File: config.mk
export PLATFORM = sky130hd
export DESIGN_NAME = lutram_fifo64x8
export DESIGN_NICKNAME = d
export VERILOG_FILES = /design/src/rtl/lutram_fifo_pkg.sv /design/src/rtl/dpram64x8.sv /design/src/rtl/lutram_fifo64x8.sv
export SDC_FILE = /design/constraint.sdc
export NUM_CORES = 1
export LEC_CHECK = 0
export ABC_AREA = 1
export BUFFER_PORTS_ARGS = -buffer_cell sky130_fd_sc_hd__buf_2
export CORE_ASPECT_RATIO = 0.6
export CORE_MARGIN = 2
export CORE_UTILIZATION = 60
export DETAILED_ROUTE_END_ITERATION = 16
export PLACE_DENSITY_LB_ADDON = 0.15
export SETUP_SLACK_MARGIN = 0.15
export SLEW_MARGIN = 20
export SYNTH_ARGS = -nofsm -noshare
export SYNTH_HDL_FRONTEND = slang
export SYNTH_SLANG_ARGS = --single-unit
export TNS_END_PERCENT = 50
File: constraint.sdc
create_clock -name CLK -period 3 [get_ports CLK]
set_input_delay 0.3 -clock CLK [delete_from_list [all_inputs] [get_ports CLK]]
set_output_delay 0.3 -clock CLK [all_outputs]
set_load 0.03 [all_outputs]
File: src/rtl/lutram_fifo_pkg.sv
// lutram_fifo_pkg
// Shared sizing constants and the output-stage state type for the
// 64x8 distributed-RAM FIFO (lutram_fifo64x8) and its RAM (dpram64x8).
//   DEPTH : number of storage words
//   AW    : array address width
//   DW    : data width
//   CW    : occupancy counter width (holds 0..DEPTH)
// The output-stage state is only used when LUTRAM_FIFO_FWFT_EN is defined.
package lutram_fifo_pkg;

    localparam int DEPTH = 64;
    localparam int AW    = 6;
    localparam int DW    = 8;
    localparam int CW    = 7;

    typedef enum logic {
        STG_EMPTY = 1'b0,
        STG_VALID = 1'b1
    } stg_state_t;

endpackage

File: src/rtl/dpram64x8.sv
// dpram64x8
// 64x8 distributed dual-port RAM: one synchronous write port, one
// combinational read port. No reset; contents are whatever was last written.
// Ports:
//   CLK   in  write clock
//   WE    in  write enable
//   WADDR in  write address
//   DI    in  write data
//   RADDR in  read address
//   DO    out read data (combinational from RADDR)
module dpram64x8
    import lutram_fifo_pkg::*;
(
    input  logic          CLK,
    input  logic          WE,
    input  logic [AW-1:0] WADDR,
    input  logic [DW-1:0] DI,
    input  logic [AW-1:0] RADDR,
    output logic [DW-1:0] DO
);

    logic [DW-1:0] mem [DEPTH];

    always_ff @(posedge CLK) begin
        if (WE) begin
            mem[WADDR] <= DI;
        end
    end

    assign DO = mem[RADDR];

endmodule

File: src/rtl/lutram_fifo64x8.sv
// lutram_fifo64x8
// Synchronous 64-entry x 8-bit FIFO on a distributed RAM array.
// Handshake: a write is accepted when WR_EN && !FULL, a read when
// RD_EN && !EMPTY, both judged on the flag values present before the edge;
// a rejected request pulses OVERFLOW / UNDERFLOW for the following cycle.
// Optional macro LUTRAM_FIFO_FWFT_EN: first-word-fall-through mode, where a
// one-entry output stage presents the head word on DOUT whenever EMPTY = 0
// and RD_EN consumes it.
// Ports:
//   CLK, RST       clock, synchronous active-high reset
//   WR_EN, DIN     write request and data
//   FULL, ALMOST_FULL, OVERFLOW   write-side status
//   RD_EN, DOUT    read request and registered read data
//   EMPTY, ALMOST_EMPTY, UNDERFLOW read-side status
//   COUNT          occupancy 0..64 (includes the output stage in FWFT mode)
module lutram_fifo64x8
    import lutram_fifo_pkg::*;
#(
    parameter int ALMOST_FULL_THR  = 60,
    parameter int ALMOST_EMPTY_THR = 4
) (
    input  logic          CLK,
    input  logic          RST,
    input  logic          WR_EN,
    input  logic [DW-1:0] DIN,
    output logic          FULL,
    output logic          ALMOST_FULL,
    output logic          OVERFLOW,
    input  logic          RD_EN,
    output logic [DW-1:0] DOUT,
    output logic          EMPTY,
    output logic          ALMOST_EMPTY,
    output logic          UNDERFLOW,
    output logic [CW-1:0] COUNT
);

    localparam logic [CW-1:0] AF_THR   = CW'(ALMOST_FULL_THR);
    localparam logic [CW-1:0] AE_THR   = CW'(ALMOST_EMPTY_THR);
    localparam logic [CW-1:0] FULL_CNT = CW'(DEPTH);

    // One extra pointer bit so wr_ptr == rd_ptr unambiguously means the
    // array itself holds nothing (used by the FWFT refill logic).
    logic [AW:0]   wr_ptr;
    logic [AW:0]   rd_ptr;
    logic [DW-1:0] ram_do;
    logic          wr_acc;
    logic          rd_acc;
    logic          arr_pop;
    logic [CW-1:0] count_nxt;
    logic          empty_nxt;

    assign wr_acc = WR_EN && !FULL;

`ifdef LUTRAM_FIFO_FWFT_EN
    stg_state_t stg_state;
    stg_state_t stg_state_nxt;

    // The stage refills from the array whenever it is empty or its word is
    // being consumed this edge, provided the array has a word.
    assign rd_acc    = RD_EN && (stg_state == STG_VALID);
    assign arr_pop   = ((stg_state == STG_EMPTY) || rd_acc) && (wr_ptr != rd_ptr);
    assign stg_state_nxt = (arr_pop || (stg_state == STG_VALID && !rd_acc))
                         ? STG_VALID : STG_EMPTY;
    assign empty_nxt = (stg_state_nxt == STG_EMPTY);

    always_ff @(posedge CLK) begin
        if (RST) begin
            stg_state <= STG_EMPTY;
        end else begin
            stg_state <= stg_state_nxt;
        end
    end
`else
    assign rd_acc    = RD_EN && !EMPTY;
    assign arr_pop   = rd_acc;
    assign empty_nxt = (count_nxt == '0);
`endif

    assign count_nxt = COUNT + {{(CW-1){1'b0}}, wr_acc} - {{(CW-1){1'b0}}, rd_acc};

    dpram64x8 u_ram (
        .CLK   (CLK),
        .WE    (wr_acc),
        .WADDR (wr_ptr[AW-1:0]),
        .DI    (DIN),
        .RADDR (rd_ptr[AW-1:0]),
        .DO    (ram_do)
    );

    always_ff @(posedge CLK) begin
        if (RST) begin
            wr_ptr       <= '0;
            rd_ptr       <= '0;
            COUNT        <= '0;
            DOUT         <= '0;
            EMPTY        <= 1'b1;
            FULL         <= 1'b0;
            ALMOST_EMPTY <= 1'b1;
            ALMOST_FULL  <= 1'b0;
            OVERFLOW     <= 1'b0;
            UNDERFLOW    <= 1'b0;
        end else begin
            if (wr_acc) begin
                wr_ptr <= wr_ptr + 1'b1;
            end
            if (arr_pop) begin
                rd_ptr <= rd_ptr + 1'b1;
                DOUT   <= ram_do;
            end
            COUNT        <= count_nxt;
            EMPTY        <= empty_nxt;
            FULL         <= (count_nxt == FULL_CNT);
            ALMOST_EMPTY <= (count_nxt <= AE_THR);
            ALMOST_FULL  <= (count_nxt >= AF_THR);
            OVERFLOW     <= WR_EN && FULL;
            UNDERFLOW    <= RD_EN && !rd_acc;
        end
    end

endmodule

### After elaboration in Yosys (flattened, before gate mapping)

Memory sizes are Yosys's and may differ from the RTL's. A register that Yosys moved wholly into a read port is not among the register bits.
Index checks and enable logic that the tools add are counted.

| storage, ports and cells | value |
|---|---|
| RAM bits | 512 |
| register bits | 27 |
| output and inout bits | 21 |
| latch bits | 0 |
| bits of input ports | 12 |
| ROM bits | 0 |
| logic and storage cells | 27 |
| memories kept | 1 |

Memory list:

| memory | depth | width | read ports | clocked after memory_dff | wr ports | RTL line | source |
|---|---|---|---|---|---|---|---|
| u_ram.mem | 64 | 8 | 1 | 1 | 1 | dpram64x8.sv:22 | `logic [DW-1:0] mem [DEPTH];` |

| cells by class | value |
|---|---|
| muxes and demuxes | 2 |
| reduce and logical (&&, ||, !) cells | 8 |
| bitwise logic cells | 0 |
| $mul | 0 |
| shifts and indexed selects | 0 |
| divide/modulo/power cells | 0 |
| $lt $le $gt $ge | 2 |
| equal/unequal tests | 1 |
| add/sub/neg operators | 4 |

Operators with widths:

| cell | count |
|---|---|
| adder 7 x 1 -> 7 bit (second input constant) | 2 |
| adder 7 x 1 -> 7 bit | 1 |
| == test 7 bit (second input constant) | 1 |
| greater-or-equal comparator 7 x 6 -> 1 bit (second input constant) | 1 |
| <= comparator 7 x 3 -> 1 bit (second input constant) | 1 |
| logical NOT 7 bit | 1 |
| subtractor 7 x 1 -> 7 bit | 1 |
| logical AND 1 bit | 4 |
| logical NOT 1 bit | 3 |
| 2-to-1 mux 1 bit | 2 |

### Logic depth before layout (Yosys ltp)

Gate-level depths: netlist of the first run.

| depth | value |
|---|---|
| word-level depth | 5 |
| gate-level depth with buffers | 16 |
| depth with buffers taken out | 15 |

### By module

A second synthesis of the first run with hierarchy kept.

| unflattened totals | value |
|---|---|
| cells, all modules | 2010 |
| area, all modules | 22714.3 µm² |

By module, submodules not included:

| module | area an instance (µm²) | seq. area each (µm²) | instances | cells an instance |
|---|---|---|---|---|
| dpram64x8 | 21179.1 | 15374.7 | 1 | 1797 |
| lutram_fifo64x8 | 1535.2 | 660.6 | 1 | 213 |

### Worst setup path after synthesis of the first run

Ideal clock, no wire load.

| path | value |
|---|---|
| path type | reg2reg |
| from | register EMPTY |
| to | register FULL |
| period minus slack after synthesis | 2686 ps |
| buffers on the path | 1 |
| arrival | 2608 ps |
| data required time | 2922 ps |
| stages on the path, launching flop included | 16 |
| setup time | 78 ps |
| path slack | 314 ps |
| cells stage by stage | dfxtp_1 -> inv_1 -> nand2_1 -> inv_1 -> clkbuf_1 -> ha_1 -> inv_1 -> ha_1 -> inv_1 -> fa_1 -> inv_1 -> nand4_1 -> nand3_1 -> xor2_1 -> nand2_1 -> nor3_1 |

| on the way | value |
|---|---|
| longest elaborated chain between the ends | 4 |

RTL lines:

| element | RTL line | source |
|---|---|---|
| from (decl) | lutram_fifo64x8.sv:31 | `output logic EMPTY,` |
| from (signal assigned) | lutram_fifo64x8.sv:111 | `EMPTY <= empty_nxt;` |
| logical NOT 1 bit | lutram_fifo64x8.sv:74 | `assign rd_acc = RD_EN && !EMPTY;` |
| logical AND 1 bit | lutram_fifo64x8.sv:74 |  |
| named net arr_pop | lutram_fifo64x8.sv:48 | `logic arr_pop;` |
| subtractor 7 x 1 -> 7 bit | lutram_fifo64x8.sv:79 | `assign count_nxt = COUNT + {{(CW-1){1'b0}}, wr_acc} - {{(CW-1){1'b0}}, rd_acc};` |
| == test 7 bit | lutram_fifo64x8.sv:112 | `FULL <= (count_nxt == FULL_CNT);` |
| to (signal assigned) | lutram_fifo64x8.sv:112 |  |
| to (decl) | lutram_fifo64x8.sv:26 | `output logic FULL,` |

The timed path passes the listed nets, and every way through them passes these cells.
A chain may end at the register's enable or synchronous reset.

### Worst setup path in the final report of the first run

| path | value |
|---|---|
| from | input port WR_EN |
| to | register FULL |

| on the way | value |
|---|---|
| longest elaborated chain between the ends | 4 |

RTL lines:

| element | RTL line | source |
|---|---|---|
| from (decl) | lutram_fifo64x8.sv:24 | `input logic WR_EN,` |
| logical AND 1 bit | lutram_fifo64x8.sv:52 | `assign wr_acc = WR_EN && !FULL;` |
| adder 7 x 1 -> 7 bit | lutram_fifo64x8.sv:79 |  |
| subtractor 7 x 1 -> 7 bit | lutram_fifo64x8.sv:79 |  |
| == test 7 bit | lutram_fifo64x8.sv:112 |  |

Every way passes these cells.

==> results.md, run 1 <==
- Status: complete, no violations
- Max FO, Critical Path: 7
- CTS Root Cell: clkbuf_16
- Fill count: 2808
- Syn Inst Count: 2199
- Drt total wl: 58.41 mm
- Vias in the first global route: 14900
- Leakage: 0.01010 uW
- Share of layout cells above drive strength 1: 8.140%
- CTS tree: yes
- Area of the multi-input gates: 5688 sq um
- Commonest cells after routing, fill and taps aside: 664 x nand2_1, 512 x edfxtp_1, 286 x nand3_1
- Largest net degree at the start of global routing: 139
- Post-Syn Area per Cell: 10.46 sq um
- Clock buffer count from CTS: 48
- Die H: 155.7 um
- Total track usage: 29.73%
- Layout area overhead: 11.26%
- Final setup vio count: 0
- Required time worst endpoint: 3.48 ns
- TritonRoute pass-1 iters: 6
- IO buf count: 32
- Fin Setup TNS: 0 ns
- RSZ-0062 raised after global routing: false
- Final Wtd Congestion: 0.8869
- Slew @ Worst Pin: 0.9717 ns
- Kind of critical path: in -> reg
- Cells along the critical path: dlygate4sd3_1 > buf_2 > inv_1 > nor2_2 > inv_1 > ha_1 > inv_1 > ha_1 > inv_1 > fa_1 > inv_1 > nand4_1 > nand3_1 > xor2_1 > nand2_1 > nor3_1
- Placed instance area: 24020 sq um
- Detailed Route Iter0 Violations: 2418
- Max-cap violations: 0
- Post-DP HPWL: 35.33 mm
- Netlist cell types: 28
- CTS H-tree lvls: 2
- Synth Cell Area: 23010 sq um
- Max-slew violations: 0
- Largest stage delay on the critical path: 0.53 ns
- Die area: 39980 sq um
- Crit. End Element: flip-flop
- Met3 routed WL: 7.522 mm
- GR Overflow Total: 0
- Max rail drop VDD: 0.5910 mV
- CORE AREA: 37710 sq um
- Fin Clk Skew: 0.02294 ns
- Critical path launch point type: input pin
- Seq cells post-synth: 545
- WL met1: 25.43 mm
- Fmax: 371.2 MHz
- Antenna-violating nets left: 0
- I/O pin total: 33
- Met2 WL: 24.65 mm
- Global-route wire length before repair: 89.81 mm
- Initial Util: 61.01%
- Top Layer Used: met4
- Crit-path most repeated cell: inv_1
- CP max stage cell: dlygate4sd3_1
- Power per Cell Area: 659.4 nW/um^2
- Layout Nets: 2267
- Inserted Diodes: 0
- Worst Hold Class: in -> reg
- Chip width: 256.8 um
- Hold Fails Final Rpt: 0
- Antenna violations before repair: 1
- DR DRC count: 0
- Via count: 15880
- Max-slew headroom: 35.22%
- Row count: 55
- Commonest non-fill, non-tap cell in the layout: nand2_1
- Final worst path period share: 89.81%
- Register area share after synthesis: 69.69%
- WL per Instance: 20.88 um
- Clock sinks: 545
- Pwr Total: 16880 uW
- Post-layout min period: 2.694 ns
- Clock buffer depth: 3
- Worst-path clk slew: 0.07 ns
- Vias per cell: 5.674
- Fin area: 25600 sq um
- Clock latency at the later pin of the worst-skew pair: 0.57 ns
- Yosys warning count: 0
- Register Area: 16040 sq um
- Critical path arrival: 3.17 ns
- Mapped Nets: 2221
## critical path: cells and delay by family
family | cells | cell delay [ns]
xor+xnor | 1 | 0.22
fa+ha+maj | 3 | 0.93
simple gates | 5 | 0.58
buf+inv | 7 | 1.14
## logic make-up after synthesis
family	count (synthesis)	synth area share, %
simple gates	1211	21.49
flops	545	69.69
buf+inv	319	5.596
compound gates	108	2.415
fa+ha+maj	10	0.5764
xor+xnor	6	0.2284
## layer usage
layer / vias up / track usage [%]
met2: 850 / 42.15
met3: 68 / 8.528
met5: - / 0
li1: 7408 / -
met4: 0 / 5.094
met1: 7549 / 46.40
## layout make-up
type / count / area share, %
Timing Repair Buffer: 105 / 3.441
Multi-Input combinational cell: 1335 / 22.22
Clock buffer: 59 / 5.054
Clock inverter: 31 / 1.007
Tap cell: 513 / 2.507
Inverter: 210 / 3.104
Sequential cell: 545 / 62.67
## sequential cells by signal (all words and copies together) (netlist names)
name / flops
UNDERFLOW: 1
EMPTY: 1
u_ram.mem: 512
ALMOST_EMPTY: 1
COUNT: 7
DOUT: 8
rd_ptr: 6
FULL: 1
OVERFLOW: 1
ALMOST_FULL: 1
wr_ptr: 6
## power breakdown
| group | switching [uW] | internal, uW |
|---|---|---|
| Sequential | 79.5 | 8420 |
| Clock | 2740 | 3420 |
| Combinational | 1590 | 637 |
## path summary, 6_finish.rpt
path	start	end	slack, ns	cells past startpoint
setup reg to reg	EMPTY	FULL	0.36	14
hold reg to reg	EMPTY	UNDERFLOW	0.46	2
hold / removal	RST	COUNT[0]	0.22	2
setup / recovery	WR_EN	FULL	0.31	16
## through the flow
| step | hold slack [ns] | setup WS [ns] | std cells | utilization (%) |
|---|---|---|---|---|
| 6_report | 0.2180 | 0.3058 | 2798 | 67.88 |
| 5_1_grt | 0.2431 | 0.1584 | 2798 | 67.88 |
| 4_1_cts | 0.1997 | 0.3093 | 2798 | 67.88 |
| 3_5_place_dp | 0.4475 | 0.2842 | 2705 | 63.68 |
| 3_3_place_gp | 0.4437 | 0.3979 | 2705 | 63.68 |
| 2_1_floorplan | 0.3839 | 0.3143 | 2199 | - |
## synth_stat cells (all sizes together)
cell / count / share of area [%]
a211oi: 1 / 0.033
clkinv: 3 / 0.049
ha: 9 / 0.49
dfxtp: 33 / 2.9
nand2: 665 / 11
o21a: 1 / 0.033
xnor2: 3 / 0.11
a21oi: 39 / 0.85
edfxtp: 512 / 67
a21boi: 1 / 0.033
nand4: 5 / 0.14
nor4: 3 / 0.082
o21ai: 61 / 1.3
nand3: 286 / 6.2
nor2: 239 / 3.9
fa: 1 / 0.087
inv: 207 / 3.4
xor2: 3 / 0.11
nor3b: 1 / 0.033
buf: 74 / 1.6
clkbuf: 35 / 0.57
o21bai: 1 / 0.033
a31oi: 4 / 0.11
nor3: 12 / 0.26
## timing repair
| action | CTS | global route |
|---|---|---|
| hold endpoints to repair | 3 | 0 |
| gates resized for setup | 0 | 1 |
| endpoints found under the setup margin | 0 | 1 |
| hold buffers | 3 | 0 |
| setup buffers | 0 | 0 |
(Power assumes the default switching activity.)
==> inputs of run 2 (changes only) <==
==> constraint.sdc (replaced) <==
create_clock -name CLK -period 3 [get_ports CLK]
set_input_delay 0.6 -clock CLK [delete_from_list [all_inputs] [get_ports CLK]]
set_output_delay 0.6 -clock CLK [all_outputs]
set_load 0.03 [all_outputs]
==> run 2 against run 1 <==
  * Clock skew rose by 0.0040 ns
  * Die area did not move
  * Fmax rose by 12%
  * Setup slack improved by 0.28 ns
==> results.md, run 2 (synthesis results as in run 1) <==
- Status: complete, no violations
- Total track usage: 29.81% (+0.077 points)
- Clock latency at the later pin of the worst-skew pair: 0.59 ns (+0.02 ns)
- Vias in the first global route: 15020 (+0.79%)
- I/O pin total: 33 (unchanged)
- Hold Fails Final Rpt: 0 (unchanged)
- RSZ-0062 raised after global routing: false
- Final worst path period share: 80.36% (-9.4 points)
- Power per Cell Area: 656.6 nW/um^2 (-0.42%)
- Required time worst endpoint: 3.50 ns (+0.02 ns)
- Top flop regs: u_ram.mem (512), DOUT (8), COUNT (7)
- Max reg flops: 512 (unchanged)
- Pwr Total: 16930 uW (+0.30%)
- Crit. End Element: flip-flop
- Clock buffer count from CTS: 49 (+2.1%)
- GR peak layer: met1
- Final setup vio count: 0 (unchanged)
- GR met2 Demand/Resource: 43.47% (+1.3 points)
- CORE AREA: 37710 sq um (unchanged)
- Initial Util: 61.01% (unchanged)
- Max FO, Critical Path: 3 (-4)
- Cells resized by post-CTS repair: 0 (unchanged)
- Layout Nets: 2292 (+1.1%)
- Commonest cells after routing, fill and taps aside: 665 x nand2_1, 512 x edfxtp_1, 286 x nand3_1
- Fill count: 2815 (+0.25%)
- Die H: 155.7 um (unchanged)
- Post-layout min period: 2.411 ns (-0.2834 ns)
- GRT met1 Usage: 45.69% (-0.71 points)
- Global-route wire length before repair: 89.48 mm (-0.37%)
- Utilization after layout: 68.37% (+0.49 points)
- CTS Root Cell: clkbuf_16
- Fin area: 25780 sq um (+0.72%)
- Max rail drop VDD: 0.6274 mV (+6.1%)
- Max-cap violations: 0 (unchanged)
- Share of power burned in registers: 50.2% (about the same)
- GR Overflow Total: 0 (unchanged)
- Chip width: 256.8 um (unchanged)
- Final Wtd Congestion: 0.9311 (+5.0%)
- Clock network power share: 36.7% (+0.2 points)
- Die area: 39980 sq um (unchanged)
- P_sw: 4400 uW (-0.14%)
- Antenna violations before repair: 4 (+3)
- Post-CTS Setup Bufs: 0 (unchanged)
- Critical path arrival: 2.91 ns (-0.26 ns)
- Worst Hold Class: in -> reg
- Antenna-violating nets left: 0 (unchanged)
- Worst-path clk slew: 0.06 ns (about the same)
- Clock buffer depth: 3 (unchanged)
- TritonRoute pass-1 iters: 6 (unchanged)
- Via count: 16120 (+1.6%)
- Detailed Route Iter0 Violations: 2470 (+2.2%)
- Critical path launch point type: flip-flop
- Global Route met3 Usage: 6.514% (-2.0 points)
- Combinational Power Share: 13.1% (about the same)
- Vias per cell: 5.708 (+0.60%)
- Max-slew headroom: 42.89% (+7.7 points)
- Placed instance area: 24200 sq um (+0.78%)
- Leakage: 0.01020 uW (+0.99%)
- Largest net degree at the start of global routing: 141 (+1.4%)
- Layout area overhead: 12.07%
- Commonest non-fill, non-tap cell in the layout: nand2_1
- IO buf count: 32 (unchanged)
- Largest Register: u_ram.mem
- DR DRC count: 0 (unchanged)
- Row count: 55 (unchanged)
- Switching Share: 25.99% (-0.11 points)
- Hold WS: 0.2535 ns (+0.03551 ns)
- Clock sinks: 545 (unchanged)
- Post-DP HPWL: 35.60 mm (+0.76%)
- WL per Instance: 20.77 um (-0.51%)
- Fmax: 414.8 MHz (+12%)
- Int Pwr: 12530 uW (+0.45%)
- Fin Setup TNS: 0 ns (unchanged)
- Max-slew violations: 0 (unchanged)
- Share of layout cells above drive strength 1: 8.922% (+0.78 points)
- Slew @ Worst Pin: 0.8534 ns (-0.1183 ns)
- Hold buffers post-CTS: 0 (-3)
- Drt total wl: 58.68 mm (+0.45%)
- CTS H-tree lvls: 2 (unchanged)
- CTS tree: yes
- Kind of critical path: reg -> reg
- Fin Clk Skew: 0.02691 ns (+0.003971 ns)
[run 2: changes by cell type in the layout (fill, tap and decap cells not counted), moves of 2 or more]
cell / change
buf_4: +27
clkbuf_1: +5
clkinv_2: -10
clkinvlp_4: +3
diode_2: +3
clkbuf_16: +2
dlygate4sd3_1: -3
[run 2: layer usage]
metal	vias up	wire (um)	share of wire, %
met5	-	0	0
met4	0	1206	2.1
met3	106	6669	11
met2	858	25420	43
met1	7713	25380	43
li1	7447	-	-
[run 2: worst paths after layout]
kind          from   endpoint  slack (ns)  cells after the start
min reg2reg  EMPTY  UNDERFLOW        0.46                      2
min          WR_EN   OVERFLOW        0.25                      3
max reg2reg   FULL       FULL        0.59                     13
max           FULL       FULL        0.59                     13
[run 2: power by group through the flow]
stage / combinational, uW / sequential [uW] / clock [uW]
detailed placement: 2160 / 8660 / 0
global route: 2460 / 8510 / 6530
CTS: 2180 / 8500 / 6260
floorplan: 1330 / 8760 / 0
global placement: 2130 / 8660 / 0
finish: 2210 / 8500 / 6210
[run 2: layout make-up]
cell class	count	area [sq um]	area share [%]
sequential	545	16040	62.22
inverter	210	794.5	3.081
timing repair buffer	129	1039	4.028
antenna	3	7.507	0.02911
clock inverter	23	197.7	0.7667
tap	513	641.9	2.489
multi-input combinational	1335	5685	22.05
clock buffer	67	1376	5.338
[run 2: stage by stage]
step	worst slack (ns)	cells
final	0.5892	2825
after global routing	0.3102	2822
after CTS	0.5963	2822
after detailed placement	0.2338	2732
after global placement	0.2187	2732
after floorplan	0.2496	2199
[run 2: worst max-delay path, cell delays in order (launching register included)]
cell and delay, ns:
dfxtp_1 0.33, nor2_2 0.13, inv_1 0.06, ha_1 0.26, inv_1 0.06, ha_1 0.21
inv_1 0.08, fa_1 0.42, inv_1 0.09, nand4_1 0.09, nand3_1 0.11, xor2_1 0.18
nand2_1 0.11, nor3_1 0.19
